[config.mk]
export PLATFORM = sky130hd
export DESIGN_NAME = tt_sel_driver
export DESIGN_NICKNAME = d
export VERILOG_FILES = /design/src/rtl/tt_sel_driver.sv
export SDC_FILE = /design/constraint.sdc
export NUM_CORES = 1
export LEC_CHECK = 0
export ABC_AREA = 1
export CAP_MARGIN = 20
export CELL_PAD_IN_SITES_DETAIL_PLACEMENT = 0
export CELL_PAD_IN_SITES_GLOBAL_PLACEMENT = 1
export CORE_MARGIN = 3
export CORE_UTILIZATION = 35
export DETAILED_ROUTE_END_ITERATION = 16
export PLACE_DENSITY_LB_ADDON = 0.2
export SETUP_SLACK_MARGIN = 0.5
export SLEW_MARGIN = 30
export SYNTH_ARGS = -nofsm -noshare
export SYNTH_HDL_FRONTEND = slang
export SYNTH_SLANG_ARGS = --single-unit
[constraint.sdc]
create_clock -name clk -period 1.5 [get_ports clk]
set_input_delay 0.375 -clock clk [delete_from_list [all_inputs] [get_ports clk]]
set_output_delay 0.375 -clock clk [all_outputs]
set_load 0.005 [all_outputs]
[src/rtl/tt_sel_driver.sv]
// Host-side driver for the mux chip's design-select pins: reset the select counter, pulse increment A times, raise enable.
// Optional macro TT_SEL_DELTA_EN: when already on a lower address, step forward from it instead of resetting.
module tt_sel_driver #(
    parameter int ADDR_W    = 10,
    parameter int PULSE_CYC = 4
) (
    input  logic              clk,
    input  logic              rst,
    input  logic              req_valid,
    output logic              req_ready,
    input  logic [ADDR_W-1:0] req_addr,
    input  logic              req_ena,
    output logic              done,
    output logic              cur_valid,
    output logic [ADDR_W-1:0] cur_addr,
    output logic              ctrl_sel_rst_n,
    output logic              ctrl_sel_inc,
    output logic              ctrl_ena
);

    localparam int PH_W = $clog2(PULSE_CYC) + 1;
    localparam logic [PH_W-1:0]   PH_LOAD  = PH_W'(PULSE_CYC - 1);
    localparam logic [PH_W-1:0]   PH_ZERO  = {PH_W{1'b0}};
    localparam logic [ADDR_W-1:0] CNT_ZERO = {ADDR_W{1'b0}};
    localparam logic [ADDR_W-1:0] CNT_ONE  = ADDR_W'(1);

    typedef enum logic [2:0] {
        S_IDLE    = 3'd0,
        S_RST_LO  = 3'd1,
        S_SETTLE  = 3'd2,
        S_INC_HI  = 3'd3,
        S_INC_LO  = 3'd4,
        S_FINISH  = 3'd5
`ifdef TT_SEL_DELTA_EN
        , S_ENA_OFF = 3'd6
`endif
    } state_t;

    state_t            state_r;
    logic [PH_W-1:0]   phase_r;
    logic [ADDR_W-1:0] inc_cnt_r;
    logic [ADDR_W-1:0] addr_r;
    logic              ena_req_r;
    logic              phase_end_s;

    assign phase_end_s = (phase_r == PH_ZERO);

    // Sequencer FSM; every pin and status output is written here as a register.
    always_ff @(posedge clk) begin
        if (rst) begin
            state_r        <= S_IDLE;
            phase_r        <= PH_ZERO;
            inc_cnt_r      <= CNT_ZERO;
            addr_r         <= CNT_ZERO;
            ena_req_r      <= 1'b0;
            req_ready      <= 1'b1;
            done           <= 1'b0;
            cur_valid      <= 1'b0;
            cur_addr       <= CNT_ZERO;
            ctrl_sel_rst_n <= 1'b0;
            ctrl_sel_inc   <= 1'b0;
            ctrl_ena       <= 1'b0;
        end else begin
            done <= 1'b0;
            case (state_r)
                // FINISH already reports ready, so it accepts exactly like IDLE.
                S_IDLE, S_FINISH: begin
                    if (req_valid) begin
                        addr_r    <= req_addr;
                        ena_req_r <= req_ena;
                        req_ready <= 1'b0;
                        ctrl_ena  <= 1'b0;
                        phase_r   <= PH_LOAD;
`ifdef TT_SEL_DELTA_EN
                        if (cur_valid && (req_addr >= cur_addr)) begin
                            state_r   <= S_ENA_OFF;
                            inc_cnt_r <= req_addr - cur_addr;
                        end else begin
                            state_r        <= S_RST_LO;
                            inc_cnt_r      <= req_addr;
                            ctrl_sel_rst_n <= 1'b0;
                            ctrl_sel_inc   <= 1'b0;
                        end
`else
                        state_r        <= S_RST_LO;
                        inc_cnt_r      <= req_addr;
                        ctrl_sel_rst_n <= 1'b0;
                        ctrl_sel_inc   <= 1'b0;
`endif
                    end else begin
                        state_r <= S_IDLE;
                    end
                end
                S_RST_LO: begin
                    if (phase_end_s) begin
                        state_r        <= S_SETTLE;
                        phase_r        <= PH_LOAD;
                        ctrl_sel_rst_n <= 1'b1;
                    end else begin
                        phase_r <= phase_r - PH_W'(1);
                    end
                end
                S_SETTLE: begin
                    if (!phase_end_s) begin
                        phase_r <= phase_r - PH_W'(1);
                    end else if (inc_cnt_r == CNT_ZERO) begin
                        state_r   <= S_FINISH;
                        done      <= 1'b1;
                        req_ready <= 1'b1;
                        ctrl_ena  <= ena_req_r;
                        cur_valid <= 1'b1;
                        cur_addr  <= addr_r;
                    end else begin
                        state_r      <= S_INC_HI;
                        phase_r      <= PH_LOAD;
                        ctrl_sel_inc <= 1'b1;
                    end
                end
`ifdef TT_SEL_DELTA_EN
                S_ENA_OFF: begin
                    if (!phase_end_s) begin
                        phase_r <= phase_r - PH_W'(1);
                    end else if (inc_cnt_r == CNT_ZERO) begin
                        state_r   <= S_FINISH;
                        done      <= 1'b1;
                        req_ready <= 1'b1;
                        ctrl_ena  <= ena_req_r;
                        cur_valid <= 1'b1;
                        cur_addr  <= addr_r;
                    end else begin
                        state_r      <= S_INC_HI;
                        phase_r      <= PH_LOAD;
                        ctrl_sel_inc <= 1'b1;
                    end
                end
`endif
                S_INC_HI: begin
                    if (phase_end_s) begin
                        state_r      <= S_INC_LO;
                        phase_r      <= PH_LOAD;
                        ctrl_sel_inc <= 1'b0;
                    end else begin
                        phase_r <= phase_r - PH_W'(1);
                    end
                end
                // The count stops at zero on the last low phase, so it can never wrap.
                S_INC_LO: begin
                    if (!phase_end_s) begin
                        phase_r <= phase_r - PH_W'(1);
                    end else if (inc_cnt_r == CNT_ONE) begin
                        inc_cnt_r <= CNT_ZERO;
                        state_r   <= S_FINISH;
                        done      <= 1'b1;
                        req_ready <= 1'b1;
                        ctrl_ena  <= ena_req_r;
                        cur_valid <= 1'b1;
                        cur_addr  <= addr_r;
                    end else begin
                        inc_cnt_r    <= inc_cnt_r - CNT_ONE;
                        state_r      <= S_INC_HI;
                        phase_r      <= PH_LOAD;
                        ctrl_sel_inc <= 1'b1;
                    end
                end
                default: begin
                    state_r        <= S_IDLE;
                    phase_r        <= PH_ZERO;
                    req_ready      <= 1'b1;
                    ctrl_sel_inc   <= 1'b0;
                end
            endcase
        end
    end

endmodule

* After elaboration in Yosys (flattened, before gate mapping)
Index checks and enable logic that the tools add are counted.
** Cells by class
- Add/subtract/negate cells :: 2
- Multiplexer cells :: 49
- Eq/ne operators :: 17
- Bitwise gates (word level) :: 2
- Reduce and logical (&&, ||, !) cells :: 18
** Operators by type and width (count)
- $mux 10 :: 7
- $pmux 10 s2 :: 2
- $mux 3 :: 12
- $mux 1 :: 20
- $ne 2x2->1 const B :: 9
- $pmux 3 s5 :: 1
- $pmux 3 s4 :: 1
- $reduce_and 6->1 :: 2
- $eq 10x1->1 const B :: 1
- $logic_not 10->1 :: 1
- $sub 10x1->10 const B :: 1
- $reduce_and 3->1 :: 3
- $reduce_and 7->1 :: 1
- $eq 3x2->1 const B :: 2
- $eq 3x3->1 const B :: 2
- $logic_not 3->1 :: 2
- $ne 3x3->1 const B :: 2
- $pmux 1 s2 :: 3
- $reduce_bool 2->1 :: 3
- $pmux 1 s5 :: 1
- $reduce_and 5->1 :: 1
- $pmux 1 s4 :: 1
- $reduce_and 4->1 :: 1
- $reduce_or 2->1 :: 2
- 6 further kinds :: 7
** Word-level totals
- Word-level logic and storage cells :: 100
- Flip-flop bits (word level) :: 43
- Output and inout port bits :: 16
- Input bits :: 14

* Logic depth before layout (Yosys ltp)
Gate-level depths: netlist of the first run.
- Depth in word-level cells :: 4
- Mapped depth :: 11
- Mapped depth without buffers :: 11

* Worst setup path after synthesis of the first run
Ideal clock, no wire load.
- Path kind :: reg-to-reg
- Start :: register phase_r[0]
- End :: register inc_cnt_r[4]
- Cell stages (with the launch flop) :: 11
- Buffers on the path :: 1
- Library setup time :: 115 ps
- Arrival time :: 1349 ps
- Slack :: 36 ps
- Required time :: 1385 ps
- Path through :: dfxtp_1 -> inv_1 -> ha_1 -> inv_1 -> nor2_2 -> inv_2 -> nand2_1 -> nand3b_2 -> buf_6 -> o21ai_0 -> inv_1
** On the way
- Longest elaborated chain between the ends :: 3
** RTL lines
- start, declared :: line 40 : logic [PH_W-1:0] phase_r;
- start signal, assigned :: line 100 : phase_r <= phase_r - PH_W'(1);
- start signal, assigned :: line 105 : phase_r <= phase_r - PH_W'(1);
- start signal, assigned :: line 143 : phase_r <= phase_r - PH_W'(1);
- $logic_not 3->1 :: line 46 : assign phase_end_s = (phase_r == PH_ZERO);
- $ne 2x2->1 (no source line)
- $reduce_and 3->1 (no source line)
- end signal, assigned :: line 86 : inc_cnt_r <= req_addr;
- end signal, assigned :: line 159 : inc_cnt_r <= inc_cnt_r - CNT_ONE;
- end, declared :: line 41 : logic [ADDR_W-1:0] inc_cnt_r;
No other way between the ends.
A chain may end at the register's enable or synchronous reset.

* Final worst setup path of the first run
- Start :: register inc_cnt_r[3]
- End :: register cur_addr[5]
** On the way
- Longest elaborated chain between the ends :: 3
- Elaborated cells between the ends (all ways) :: 5
- Classes of those cells :: eq/ne (3); reduce/logical (2)
** RTL lines
- $eq 10x1->1 or $logic_not 10->1 (tied branches) :: line 150, 106
- $ne 2x2->1 (no source line)
- $reduce_and 5->1 (no source line) *
- end signal, assigned :: line 112 : cur_addr <= addr_r;
- end signal, assigned :: line 157 : cur_addr <= addr_r;
- end, declared :: line 15 : output logic [ADDR_W-1:0] cur_addr,
Every way passes the cells marked *; elsewhere a longest branch is shown, timed or not.

==> flow_summary_export.csv, run 1 <==
group,metric,value,unit
clocking,cts_root_buffer,"sky130_fd_sc_hd__clkbuf_8",
layout,diodes,0,
setup_path,timing.setup.critical_path_class,"reg2reg",
layout,final_core_util,0.5396,
sta,finalSetupViolations,0,
global_routing,largest_net_degree_at_the_start_of_global_routing,28,
layout,post_route_cells_drive_above_1_share,0.4392,
yosys,ys.flop_type,"sky130_fd_sc_hd__dfxtp_1",
sta,maxClockFrequency,673.3,MHz
setup_path,timing.critical_path.to_type,"flop",
setup_path,r2r_start,"inc_cnt_r[3]$_SDFFE_PP0P_",
sta,final_min_period_over_clock_period,0.9902,
run,max-cap-violations,0,
clocking,clkSlewWorstSetupHoldPaths,90,ps
run_status,run_status,"completed",
floorplanning,die_h,87.46,um
routing,drt_pre_antenna_iters,4,
routing,vias,2256,
min_path,hold_path_cells,2,
setup_path,r2r_cells,8,
sta,layout_min_cycle_time,1485,ps
layout,final_net_count,421,
routing,drtAntennaViolNets,0,
global_routing,busiest_layer,"met2",
sta,drv_slew,0,
global_routing,global_route.usage.met3,0.03311,
setup_path,worst-endpoint-required,1740,ps
setup_path,crit_path_max_fanout,11,
yosys,synth-async-reset-ratio,0,
yosys,syn-mean-instance-area,6.891,um^2
routing,post_drt_wl_per_cell,12.46,um
routing,route.detailed.drc,0,
min_path,hold_class,"reg2reg",
yosys,synth.yosys.warnings,0,
sta,worst_margin_pin_slew,319.8,ps
global_routing,antenna_found_initial,0,
sta,setup_total_negative_slack,0,ps
layout,area_growth_from_synthesis_to_layout,48.38,%
clocking,tritoncts,"yes",
global_routing,overflow,0,
clocking,cts_max_level,2,
yosys,synth.yosys.seq_area_share,0.3707,
place,dp_hpwl,4228,um
layout,layout.cell_area.non_filler,3446,um^2
power,combPwrFrac,0.625,
setup_path,critPathLaunchType,"flop",
yosys,synth_register_bits,43,
yosys,edff_count_synth,0,
sta,slew_headroom,0.7860,
place,gp_routability_congestion,0.7710,
power,power_density,2188,nW/um^2
power,intPower,4.191,mW
sta,worst_clock_skew,5.522,ps
global_routing,grt_pass1_wl,9784,um
sta,setup_ws,14.71,ps
yosys,syn-cell-area,2322,um^2
clocking,cts_sinks,43,
yosys,syn-num-nets,356,
place,detailed_place.area,2927,um^2
power,power.share.switching,0.4441,
routing,wirelength,5983,um
clocking,cts-buffers-inserted,5,
sta,final.hold.worst_slack,462.2,ps
sta,finalHoldViolCount,0,
yosys,gate_count_post_synth,337,
yosys,post_synth_num_cell_types,32,
setup_path,timing.rr.end,"cur_addr[5]$_SDFFE_PP0P_",
place,port_buffers,29,
global_routing,grt_pass1_vias,2085,
routing,route.detailed.vias_per_inst,4.700,
floorplanning,std_cell_rows,29,
sta,grt_setup_unrepaired,"yes",
routing,dr.first_iter.drc_count,36,
setup_path,critPathArrivalTime,1720,ps
global_routing,grtUsageMet1,0.2021,
power,clkPwrFrac,0.116,
power,leakage,1.615,nW
clocking,later_pin_clock_latency_in_the_skew_report,300,ps
power,netSwitchingPower,3.348,mW
floorplanning,initial_utilization,0.3636,
clocking,clockBufferDepth,2,
floorplanning,die_area,7648,um^2
global_routing,met2_track_demand_over_resource_in_global_routing,0.2836,
power,seq_power_share,0.260,
global_routing,globalRouteTotalUtil,0.1618,
setup_path,setup.reg_to_reg.worst_slack,10,ps
min_path,timing.hold.worst_endpoint,"ctrl_sel_inc$_SDFFE_PP0P_",
min_path,worst_hold_startpoint,"ctrl_sel_inc$_SDFFE_PP0P_",
floorplanning,die_w,87.46,um
floorplanning,io_pins,30,
power,vdd_ir_drop_max,1.130,mV
place,post-place-ws,-215.0,ps
floorplanning,placeableCoreArea,6386,um^2
-- critical path, stage by stage, from the launching register on --
cell                      delay [ps]
sky130_fd_sc_hd__dfxtp_2         340
sky130_fd_sc_hd__nor2_4          220
sky130_fd_sc_hd__nand3_4         120
sky130_fd_sc_hd__o21ai_4         220
sky130_fd_sc_hd__nand3_4         160
sky130_fd_sc_hd__buf_12          190
sky130_fd_sc_hd__nand2_2          50
sky130_fd_sc_hd__nand2_1          40
sky130_fd_sc_hd__nor2_1           90
-- per-stage QoR --
step / total power [mW] / instances
floorplan: 4.613 / 337
global placement: 5.631 / 452
detailed placement: 5.660 / 452
CTS: 7.012 / 472
global route: 8.202 / 480
finish: 7.539 / 480
-- power by group through the flow --
stage	registers (mW)	logic (mW)	clock network (mW)
finish	1.96	4.71	0.871
global route	2.01	5.25	0.943
CTS	1.91	4.20	0.901
detailed placement	1.88	3.78	0
global placement	1.88	3.76	0
floorplan	1.86	2.75	0
-- sequential cells by signal (all words and copies together) (netlist names), 3 cells and up --
name       cells
addr_r        10
cur_addr      10
inc_cnt_r     10
phase_r        3
state_r        3
-- cell usage after synthesis (4+ instances only) --
cell type,number,share of area
sky130_fd_sc_hd__nand2_2,10,0.027
sky130_fd_sc_hd__inv_1,36,0.058
sky130_fd_sc_hd__dfxtp_1,43,0.37
sky130_fd_sc_hd__nor2_1,65,0.11
sky130_fd_sc_hd__xor2_1,4,0.015
sky130_fd_sc_hd__buf_2,4,0.0086
sky130_fd_sc_hd__inv_2,7,0.011
sky130_fd_sc_hd__nand3_1,25,0.054
sky130_fd_sc_hd__o21ai_0,18,0.039
sky130_fd_sc_hd__ha_1,5,0.027
sky130_fd_sc_hd__nand2_1,61,0.099
sky130_fd_sc_hd__a21oi_1,21,0.045
sky130_fd_sc_hd__nor2_2,5,0.013
-- cells by family after synthesis --
family,after synthesis,synth area share
xor+xnor,5,0.01886
simple gates,185,0.3793
flops,43,0.3707
compound gates,46,0.1078
fa+ha+maj,5,0.02694
buf+inv,53,0.09645
-- area by class of cell --
| type | instances | area, um^2 |
|---|---|---|
| clock buffer | 6 | 93.84 |
| clock inverter | 2 | 13.76 |
| fill | 612 | 2940 |
| inverter | 43 | 176.4 |
| multi-input combinational | 241 | 1511 |
| sequential | 43 | 900.9 |
| tap | 77 | 96.34 |
| timing repair buffer | 68 | 653.1 |
-- per-layer routing --
layer	wire, um	share of wire
met1	2779	0.46
met2	2979	0.50
met3	168	0.028
met4	56	0.0094
met5	0	0
-- worst max path at each step --
stage,startpoint,to,cells after the start
floorplan,phase_r[1]$_SDFFE_PP0P_,inc_cnt_r[2]$_SDFFE_PP0P_,11
global placement,req_valid,inc_cnt_r[2]$_SDFFE_PP0P_,8
detailed placement,req_valid,inc_cnt_r[2]$_SDFFE_PP0P_,8
CTS,inc_cnt_r[0]$_SDFFE_PP0P_,cur_addr[5]$_SDFFE_PP0P_,9
global route,phase_r[0]$_SDFFE_PP0P_,inc_cnt_r[2]$_SDFFE_PP0P_,11
finish,inc_cnt_r[3]$_SDFFE_PP0P_,cur_addr[5]$_SDFFE_PP0P_,8
-- cell usage in the layout (no fill, tap or decap), types with 3 or more instances in the layout --
cell type                         count
sky130_fd_sc_hd__a21oi_1             13
sky130_fd_sc_hd__a21oi_2              8
sky130_fd_sc_hd__buf_12               3
sky130_fd_sc_hd__buf_2                7
sky130_fd_sc_hd__buf_4               29
sky130_fd_sc_hd__buf_6               14
sky130_fd_sc_hd__clkbuf_8             5
sky130_fd_sc_hd__clkdlybuf4s50_1     13
sky130_fd_sc_hd__dfxtp_1             19
sky130_fd_sc_hd__dfxtp_2             20
sky130_fd_sc_hd__dfxtp_4              4
sky130_fd_sc_hd__ha_4                 3
sky130_fd_sc_hd__inv_1               27
sky130_fd_sc_hd__inv_2               10
sky130_fd_sc_hd__inv_4                6
sky130_fd_sc_hd__nand2_1             50
sky130_fd_sc_hd__nand2_2             15
sky130_fd_sc_hd__nand2_4              9
sky130_fd_sc_hd__nand3_1             20
sky130_fd_sc_hd__nand3_2              5
sky130_fd_sc_hd__nand3_4              4
sky130_fd_sc_hd__nand4_1              3
sky130_fd_sc_hd__nor2_1              52
sky130_fd_sc_hd__nor2_2              11
sky130_fd_sc_hd__nor2_4              10
sky130_fd_sc_hd__o21ai_0              4
sky130_fd_sc_hd__o21ai_1             15
sky130_fd_sc_hd__xor2_1               4
-- repair_timing --
| item | 4_1_cts | 5_1_grt |
|---|---|---|
| hold buffers | 0 | 0 |
| buffers inserted | 11 | 7 |
| pin swaps | 14 | 15 |
| resized for setup | 99 | 56 |
| setup endpoints to repair | 59 | 59 |
| cloned | 1 | 1 |
Note: power is estimated with default switching activity, not from simulation.
==> run 2: changes to the inputs <==
--- a/config.mk
+++ b/config.mk
@@ -11,6 +11,7 @@
 export CELL_PAD_IN_SITES_GLOBAL_PLACEMENT = 1
 export CORE_MARGIN = 3
 export CORE_UTILIZATION = 35
+export CTS_CLUSTER_DIAMETER = 150
 export DETAILED_ROUTE_END_ITERATION = 16
 export PLACE_DENSITY_LB_ADDON = 0.2
 export SETUP_SLACK_MARGIN = 0.5
==> constraint.sdc (replaced) <==
create_clock -name clk -period 1.3 [get_ports clk]
set_input_delay 0.325 -clock clk [delete_from_list [all_inputs] [get_ports clk]]
set_output_delay 0.325 -clock clk [all_outputs]
set_load 0.005 [all_outputs]
==> run 2 against run 1 <==
Effect of this change: the run now ends with setup timing left; sequential share of layout area fell by 2.7 points; worst hold slack got worse by 2.5 ps; final cell count rose by 6.7%; fmax fell by 0.38%; clock-buffer cell count rose by 1; routed wire length rose by 11%; critical endpoint is now cur_addr[7]$_SDFFE_PP0P_.
==> flow_summary_export.csv, run 2 (synthesized netlist as in run 1, its figures left out) <==
group,metric,value,unit
run_status,run_status,"complete, but fails checks",
run_status,failed_checks,"setup timing",
routing,wirelength,6623,um
sta,layout_min_cycle_time,1491,ps
sta,drv_slew,0,
routing,route.detailed.vias_per_inst,4.658,
clocking,clockBufferDepth,2,
layout,layout_top_registers,"addr_r x10, cur_addr x10, inc_cnt_r x10",
sta,slew_headroom,0.8511,
layout,post_route_cells_drive_above_1_share,0.4966,
floorplanning,std_cell_rows,29,
layout,diodes,0,
power,combPwrFrac,0.663,
global_routing,largest_net_degree_at_the_start_of_global_routing,28,
floorplanning,io_pins,30,
routing,drtAntennaViolNets,0,
power,netSwitchingPower,4.218,mW
layout,final_net_count,453,
power,power_density,2639,nW/um^2
clocking,cts-buffers-inserted,5,
routing,dr.first_iter.drc_count,70,
global_routing,grt_pass1_wl,10500,um
setup_path,timing.setup.critical_path_class,"reg2reg",
sta,worst_clock_skew,5.828,ps
routing,drt_pre_antenna_iters,4,
layout,fin_cells,512,
power,vdd_ir_drop_max,1.359,mV
layout,fill_cells,578,
min_path,hold_class,"reg2reg",
global_routing,antenna_found_initial,0,
clocking,clkSlewWorstSetupHoldPaths,80,ps
layout,layout.cells.most_common,"sky130_fd_sc_hd__buf_4",
place,dp_hpwl,4485,um
run,max-cap-violations,0,
floorplanning,die_area,7648,um^2
power,clkPwrFrac,0.117,
floorplanning,placeableCoreArea,6386,um^2
power,intPower,5.903,mW
setup_path,critPathLaunchType,"flop",
clocking,tritoncts,"yes",
sta,setup_ws,-191.0,ps
place,port_buffers,29,
clocking,cts_root_buffer,"sky130_fd_sc_hd__clkbuf_8",
global_routing,grt_pass1_vias,2315,
setup_path,crit_path_max_fanout,5,
clocking,cts_max_level,2,
routing,route.detailed.drc,0,
place,post-place-ws,-360.2,ps
place,detailed_place.area,3144,um^2
global_routing,overflow,0,
setup_path,worst-endpoint-required,1500,ps
setup_path,timing.critical_path.to_type,"flop",
layout,layout.cell_area.non_filler,3835,um^2
sta,maxClockFrequency,670.7,MHz
layout,area_growth_from_synthesis_to_layout,65.14,%
sta,final_min_period_over_clock_period,1.147,
power,leakage,1.824,nW
place,dp_cells,481,
sta,grt_setup_unrepaired,"yes",
global_routing,globalRouteTotalUtil,0.1733,
place,gp_routability_congestion,0.7908,
layout,layout.cells.most_common_list,"sky130_fd_sc_hd__buf_4 (55), sky130_fd_sc_hd__nor2_1 (54), sky130_fd_sc_hd__nand2_1 (47)",
sta,finalSetupViolations,32,
routing,post_drt_wl_per_cell,12.94,um
floorplanning,die_w,87.46,um
power,seq_power_share,0.220,
floorplanning,die_h,87.46,um
clocking,postCtsHoldBufs,0,
floorplanning,initial_utilization,0.3636,
sta,worst_margin_pin_slew,221.7,ps
clocking,cts_sinks,43,
clocking,later_pin_clock_latency_in_the_skew_report,300,ps
power,power.share.switching,0.4167,
routing,vias,2385,
sta,finalHoldViolCount,0,
setup_path,critPathArrivalTime,1690,ps
==> run 2: critical path, stage by stage, from the launching register on <==
cell	delay, ps
sky130_fd_sc_hd__dfxtp_2	330
sky130_fd_sc_hd__inv_4	90
sky130_fd_sc_hd__ha_4	160
sky130_fd_sc_hd__nand3_4	80
sky130_fd_sc_hd__o21ai_4	180
sky130_fd_sc_hd__nand3_4	190
sky130_fd_sc_hd__clkbuf_16	220
sky130_fd_sc_hd__nor2_1	80
sky130_fd_sc_hd__nor2_1	50
==> run 2: final cells by class <==
cell class	count	area, um^2	area share
multi-input combinational	242	1588	0.4140
timing repair buffer	99	948.4	0.2473
sequential	43	900.9	0.2349
inverter	43	173.9	0.04535
clock buffer	7	97.59	0.02545
tap	77	96.34	0.02512
clock inverter	1	30.03	0.007830
==> run 2: power groups by stage <==
stage / registers (mW) / clock network [mW] / logic, mW
floorplan: 2.15 / 0 / 3.18
global placement: 2.13 / 0 / 4.98
detailed placement: 2.14 / 0 / 5.03
CTS: 2.18 / 1.21 / 5.81
global route: 2.28 / 1.25 / 7.39
finish: 2.23 / 1.19 / 6.71
==> run 2: repair_timing <==
action,CTS,global route
gates resized for setup,108,56
setup buffers,11,7
setup endpoints to repair,59,59
cloned,3,2
pin swaps,9,8
hold endpoints to repair,0,0
==> run 2: final timing paths <==
| path | end | slack, ps | cells past startpoint | from |
|---|---|---|---|---|
| worst max-delay path | cur_addr[7]$_SDFFE_PP0P_ | -190 | 8 | inc_cnt_r[1]$_SDFFE_PP0P_ |
| worst min-delay path | cur_valid$_SDFFE_PP0P_ | 460 | 2 | cur_valid$_SDFFE_PP0P_ |
| worst max register to register | cur_addr[7]$_SDFFE_PP0P_ | -190 | 8 | inc_cnt_r[1]$_SDFFE_PP0P_ |
| worst min register to register | cur_valid$_SDFFE_PP0P_ | 460 | 2 | cur_valid$_SDFFE_PP0P_ |
==> run 2: routing by layer <==
layer / global-route usage / vias to the layer above / part of all wire
li1: - / 1258 / -
met1: 0.2165 / 1093 / 0.47
met2: 0.3096 / 30 / 0.50
met3: 0.02933 / 4 / 0.027
met4: 0.03766 / 0 / 0.0060
met5: 0 / - / 0
==> run 2: through the flow <==
| stage | setup TNS (ps) | power [mW] | hold slack, ps | utilization |
|---|---|---|---|---|
| floorplan | -427.0 | 5.322 | 453.5 | - |
| global placement | -7491 | 7.113 | 447.8 | 0.4924 |
| detailed placement | -8008 | 7.169 | 449.0 | 0.4924 |
| CTS | -3180 | 9.193 | 461.9 | 0.5547 |
| global route | -7117 | 10.92 | 483.0 | 0.6005 |
| finish | -3751 | 10.12 | 459.7 | 0.6005 |
